**config.mk**
```make
export PLATFORM = sky130hd
export DESIGN_NAME = demux1x2_buf
export DESIGN_NICKNAME = d
export VERILOG_FILES = /design/src/rtl/demux1x2_buf.sv
export SDC_FILE = /design/constraint.sdc
export NUM_CORES = 1
export LEC_CHECK = 0
export CAP_MARGIN = 20
export CORE_MARGIN = 4
export CORE_UTILIZATION = 44
export CTS_CLUSTER_DIAMETER = 120
export DETAILED_ROUTE_END_ITERATION = 10
export PLACE_DENSITY = 0.7
export SETUP_SLACK_MARGIN = 0.1
export SYNTH_ARGS = -nofsm -noshare
export SYNTH_HDL_FRONTEND = slang
export SYNTH_HIERARCHICAL = 1
export SYNTH_SLANG_ARGS = --single-unit
export TNS_END_PERCENT = 5
```
**constraint.sdc**
```tcl
create_clock -name clk -period 4.2 [get_ports clk]
set_input_delay 0.84 -clock clk [delete_from_list [all_inputs] [get_ports clk]]
set_output_delay 0.84 -clock clk [all_outputs]
set_load 0.01 [all_outputs]
```
**src/rtl/demux1x2_buf.sv**
```systemverilog
// Buffered 1-to-2 demultiplexer: each input word goes to one of two small FIFOs chosen by in_slct.
// Optional per-output push counters (cnt0/cnt1) are enabled by defining DEMUX1X2_CNT_EN.

// Handshake rule for every port pair in this file: a transfer happens on a rising clk edge
// exactly when valid && ready are both high; valid never depends on ready in the same cycle.
module demux1x2_fifo #(
  parameter int WIDTH = 32,
  parameter int DEPTH = 2
) (
  input  logic             clk,
  input  logic             rst_n,
  input  logic             push,
  input  logic [WIDTH-1:0] push_data,
  input  logic             pop_ready,
  output logic             full,
  output logic             valid,
  output logic [WIDTH-1:0] data
);
  localparam int PW = $clog2(DEPTH);
  localparam int CW = PW + 1;

  logic [WIDTH-1:0] mem [DEPTH];
  logic [PW-1:0]    wr_ptr;
  logic [PW-1:0]    rd_ptr;
  logic [CW-1:0]    count;
  logic             pop;

  assign full  = (count == CW'(DEPTH));
  assign valid = (count != '0);
  assign pop   = valid && pop_ready;
  assign data  = valid ? mem[rd_ptr] : '0;

  // Storage is deliberately left out of reset; pointers and count define what is live.
  always_ff @(posedge clk) begin
    if (push) begin
      mem[wr_ptr] <= push_data;
    end
  end

  // DEPTH is a power of two, so plain pointer increment wraps DEPTH-1 -> 0.
  always_ff @(posedge clk) begin
    if (!rst_n) begin
      wr_ptr <= '0;
      rd_ptr <= '0;
      count  <= '0;
    end else begin
      if (push) begin
        wr_ptr <= wr_ptr + PW'(1);
      end
      if (pop) begin
        rd_ptr <= rd_ptr + PW'(1);
      end
      case ({push, pop})
        2'b10:   count <= count + CW'(1);
        2'b01:   count <= count - CW'(1);
        default: count <= count;
      endcase
    end
  end
endmodule

module demux1x2_buf #(
  parameter int WIDTH = 32,
  parameter int DEPTH = 2
) (
  input  logic             clk,
  input  logic             rst_n,
  input  logic [WIDTH-1:0] in_data,
  input  logic             in_slct,
  input  logic             in_valid,
  output logic             in_ready,
  output logic [WIDTH-1:0] out0_data,
  output logic             out0_valid,
  input  logic             out0_ready,
  output logic [WIDTH-1:0] out1_data,
  output logic             out1_valid,
  input  logic             out1_ready
`ifdef DEMUX1X2_CNT_EN
  ,
  output logic [15:0]      cnt0,
  output logic [15:0]      cnt1
`endif
);
  logic full0;
  logic full1;
  logic push0;
  logic push1;

  // in_ready looks only at the selected FIFO, and a full FIFO never admits a word even
  // if its consumer drains it on the same edge (no bypass).
  assign in_ready = in_slct ? !full1 : !full0;
  assign push0    = in_valid && in_ready && !in_slct;
  assign push1    = in_valid && in_ready &&  in_slct;

  demux1x2_fifo #(.WIDTH(WIDTH), .DEPTH(DEPTH)) u_fifo0 (
    .clk       (clk),
    .rst_n     (rst_n),
    .push      (push0),
    .push_data (in_data),
    .pop_ready (out0_ready),
    .full      (full0),
    .valid     (out0_valid),
    .data      (out0_data)
  );

  demux1x2_fifo #(.WIDTH(WIDTH), .DEPTH(DEPTH)) u_fifo1 (
    .clk       (clk),
    .rst_n     (rst_n),
    .push      (push1),
    .push_data (in_data),
    .pop_ready (out1_ready),
    .full      (full1),
    .valid     (out1_valid),
    .data      (out1_data)
  );

`ifdef DEMUX1X2_CNT_EN
  // Counts accepted input words per destination; wraps naturally at 16 bits.
  always_ff @(posedge clk) begin
    if (!rst_n) begin
      cnt0 <= '0;
      cnt1 <= '0;
    end else begin
      if (push0) begin
        cnt0 <= cnt0 + 16'd1;
      end
      if (push1) begin
        cnt1 <= cnt1 + 16'd1;
      end
    end
  end
`endif
endmodule

```
==> impl_metrics.env <==
export IMPL_min_period_ns=3.23
export IMPL_numPlacedInstances=558
export IMPL_cts_root_buf="clkbuf_16"
export IMPL_grt_max_degree=34
export IMPL_pre_cts_slack_ns=1.20
export IMPL_ios=105
export IMPL_instances_no_fill=589
export IMPL_synth_warnings=6
export IMPL_synth_seq_area_share=0.764
export IMPL_ys_seq_elements=138
export IMPL_status="complete, no violations"
export IMPL_dieArea_sq_um=13800
export IMPL_core_sq_um=11600
export IMPL_place_congestion=0.725
export IMPL_hold_violations=0
export IMPL_p_leak_nw=2.36
export IMPL_grtUsageTotal=0.149
export IMPL_avgSynthCellArea_sq_um=16.4
export IMPL_clock_path_buffers=2
export IMPL_p_int_mw=3.27
export IMPL_relSlewSlack=0.274
export IMPL_p_comb_frac=0.271
export IMPL_hold_path_depth=2
export IMPL_post_cts_resized=0
export IMPL_antenna_found_initial=0
export IMPL_clkLatencyLatePin_ns=0.40
export IMPL_worstPathMaxFanout=32
export IMPL_design_power_total_mw=4.49
export IMPL_utilization=0.610
export IMPL_cp_arrival_ns=2.39
export IMPL_p_sw_mw=1.22
export IMPL_ctsHtreeMaxLevel=4
export IMPL_slowest_stage="dfxtp_2"
export IMPL_dr_pass1_iters=4
export IMPL_vias_per_cell=4.92
export IMPL_overflow=0
export IMPL_netlist_area_sq_um=5290
export IMPL_grt_pass1_wl_microns=16000
export IMPL_finalClockSkew_ns=0.00957
export IMPL_num_vias=2895
export IMPL_reg2reg_from="u_fifo0/count[0]"
export IMPL_hold_path_class="reg -> reg"
export IMPL_rsz0062_at_grt="false"
export IMPL_wl_per_cell_microns=17.2
export IMPL_cp_end_kind="primary output"
export IMPL_path_class="reg -> out"
export IMPL_critPathLaunchType="flop"
export IMPL_rr_endpoint="u_fifo0/mem[0][22]"
export IMPL_cap_violations=0
export IMPL_start_util=0.456
export IMPL_vdd_drop_max_mv=0.511
export IMPL_min_period_over_period=0.768
export IMPL_area_delta_synth_final_pct=33.8
export IMPL_timing_final_ws_setup_ns=0.974
export IMPL_max_slew_worst_pin_slew_ns=1.09
export IMPL_clock_sinks=138
export IMPL_grt_pass1_vias=3050
export IMPL_cp_required_ns=3.36
export IMPL_cts_clk_slew_worst_paths_ns=0.06
export IMPL_antenna_cells=0
export IMPL_cts_buffers=17
export IMPL_fin_nets=474
export IMPL_dpl_hpwl_microns=6160
export IMPL_netlist_instances=323
export IMPL_holdPathEnd="u_fifo0/count[1]"
export IMPL_cp_slowest_stage_delay_ns=1.05
export IMPL_p_per_area_nw_per_um2=634
export IMPL_cts_tree="built"
export IMPL_setup_viol_count_final=0
export IMPL_ant_nets=0
export IMPL_drtIter0Drc=130
export IMPL_min_from="u_fifo0/count[1]"
export IMPL_seqPwrFrac=0.395
export IMPL_synth_cell_type_count=18
export IMPL_regToRegSetupSlack_ns=1.82
export IMPL_slew_violations=0
export IMPL_placementRows=39
export IMPL_p_sw_frac=0.271
export IMPL_reg2reg_depth=4
export IMPL_synth_fp_nets=363
export IMPL_drive_above_1_share=0.0852
export IMPL_setup_tns_ns=0
export IMPL_post_cts_buffers=0
export IMPL_clock_power_share=0.334
export IMPL_drc_errors=0
export IMPL_die_h_microns=118
export IMPL_port_buffers=104
export IMPL_cts_hold_buf=0
export IMPL_die_w_microns=118
export IMPL_cp_cell_sequence="mux2i_1, nor2_1, clkdlybuf4s50_1"
export IMPL_drt_total_wl_microns=10200
export IMPL_fmaxAchievable_mhz=310
==> power groups by stage <==
| stage | Sequential (mW) | Clock [mW] | Combinational [mW] |
|---|---|---|---|
| finish | 1.77 | 1.50 | 1.22 |
| global route | 1.79 | 1.59 | 1.32 |
| CTS | 1.78 | 1.53 | 1.25 |
| detailed placement | 1.81 | 0 | 1.24 |
| global placement | 1.80 | 0 | 1.23 |
| floorplan | 1.68 | 0 | 0.729 |
==> state kept, by name, indices dropped and copies added, names as in the netlist, named ones only <==
signal,cells
u_fifo0/rd_ptr,1
u_fifo0/mem,64
u_fifo1/mem,64
u_fifo1/count,2
u_fifo0/count,2
u_fifo0/wr_ptr,1
u_fifo1/rd_ptr,1
u_fifo1/wr_ptr,1
==> metrics by stage <==
stage	cell area (sq um)	hold WS (ns)
after floorplan	5290	0.476
after global placement	6480	0.523
final	7080	0.558
after CTS	7080	0.558
after detailed placement	6480	0.551
after global routing	7080	0.602
==> cell families after synthesis <==
| logic type | Yosys count | synth area share |
|---|---|---|
| AO/OA/AOI/OAI | 8 | 0.00945 |
| XOR/XNOR | 6 | 0.00993 |
| adder cells (fa/ha/maj) | 2 | 0.00473 |
| buffers and inverters | 20 | 0.0203 |
| flip-flops | 138 | 0.764 |
| multiplexers | 65 | 0.123 |
| AND/OR/NAND/NOR | 84 | 0.0688 |
==> layer usage <==
layer  track usage  up-vias  share of wire
met5             0        -              0
met4        0.0418        0         0.0049
met3        0.0596        4          0.059
met2         0.252       85           0.50
met1         0.178     1405           0.43
li1              -     1401              -
==> layout make-up <==
type | instances | area, sq um
Multi-Input combinational cell | 165 | 1170
Sequential cell | 138 | 4050
Clock buffer | 18 | 429
Clock inverter | 13 | 175
Tap cell | 143 | 179
Fill cell | 913 | 4530
Timing Repair Buffer | 106 | 1060
Inverter | 6 | 22.5
==> worst max path at each step <==
stage                     depth (start not counted)                 end  slack [ns]  startpoint
after detailed placement                          4  u_fifo0/mem[0][25]        1.20     in_slct
after global routing                              3       out0_data[10]        0.81        flop
after global placement                            4  u_fifo0/mem[0][25]        1.25    in_valid
after floorplan                                   3   u_fifo0/mem[0][0]        1.20     in_slct
final                                             3       out0_data[20]        0.97        flop
after CTS                                         3       out0_data[11]        0.90        flop
==> synthesized netlist by cell type <==
cell type / n / share of area
a21boi_1: 2 / 0.0028
nor2_1: 68 / 0.048
buf_2: 8 / 0.0076
nor3b_1: 1 / 0.0014
and2_1: 8 / 0.0095
xnor2_1: 6 / 0.0099
edfxtp_1: 128 / 0.73
mux2i_1: 65 / 0.12
ha_1: 2 / 0.0047
dfxtp_1: 10 / 0.038
buf_4: 6 / 0.0085
nor2b_1: 2 / 0.0024
or3_1: 2 / 0.0024
o21a_1: 2 / 0.0028
and2b_2: 2 / 0.0033
o21ai_0: 4 / 0.0038
and3b_1: 1 / 0.0017
inv_1: 6 / 0.0043
==> cells in the final DEF, fill, tap and decap left out, drive strengths merged, types with 4 or more instances in the layout <==
cell type      instances
o21ai                  4
nor2                  68
inv                    8
and2                   8
clkinv                 7
clkbuf                18
mux2i                 65
xnor2                  6
dfxtp                 10
edfxtp               128
clkdlybuf4s50        104
bufinv                 4
==> critical path, delay by kind of cell (launching register included) <==
family                 cells  cell delay [ns]
muxes                      1             0.17
DFF                        1             1.05
buffers and inverters      1             0.57
and+or+nand+nor            1             0.19
No activity file was read; power rests on OpenSTA's default activity.
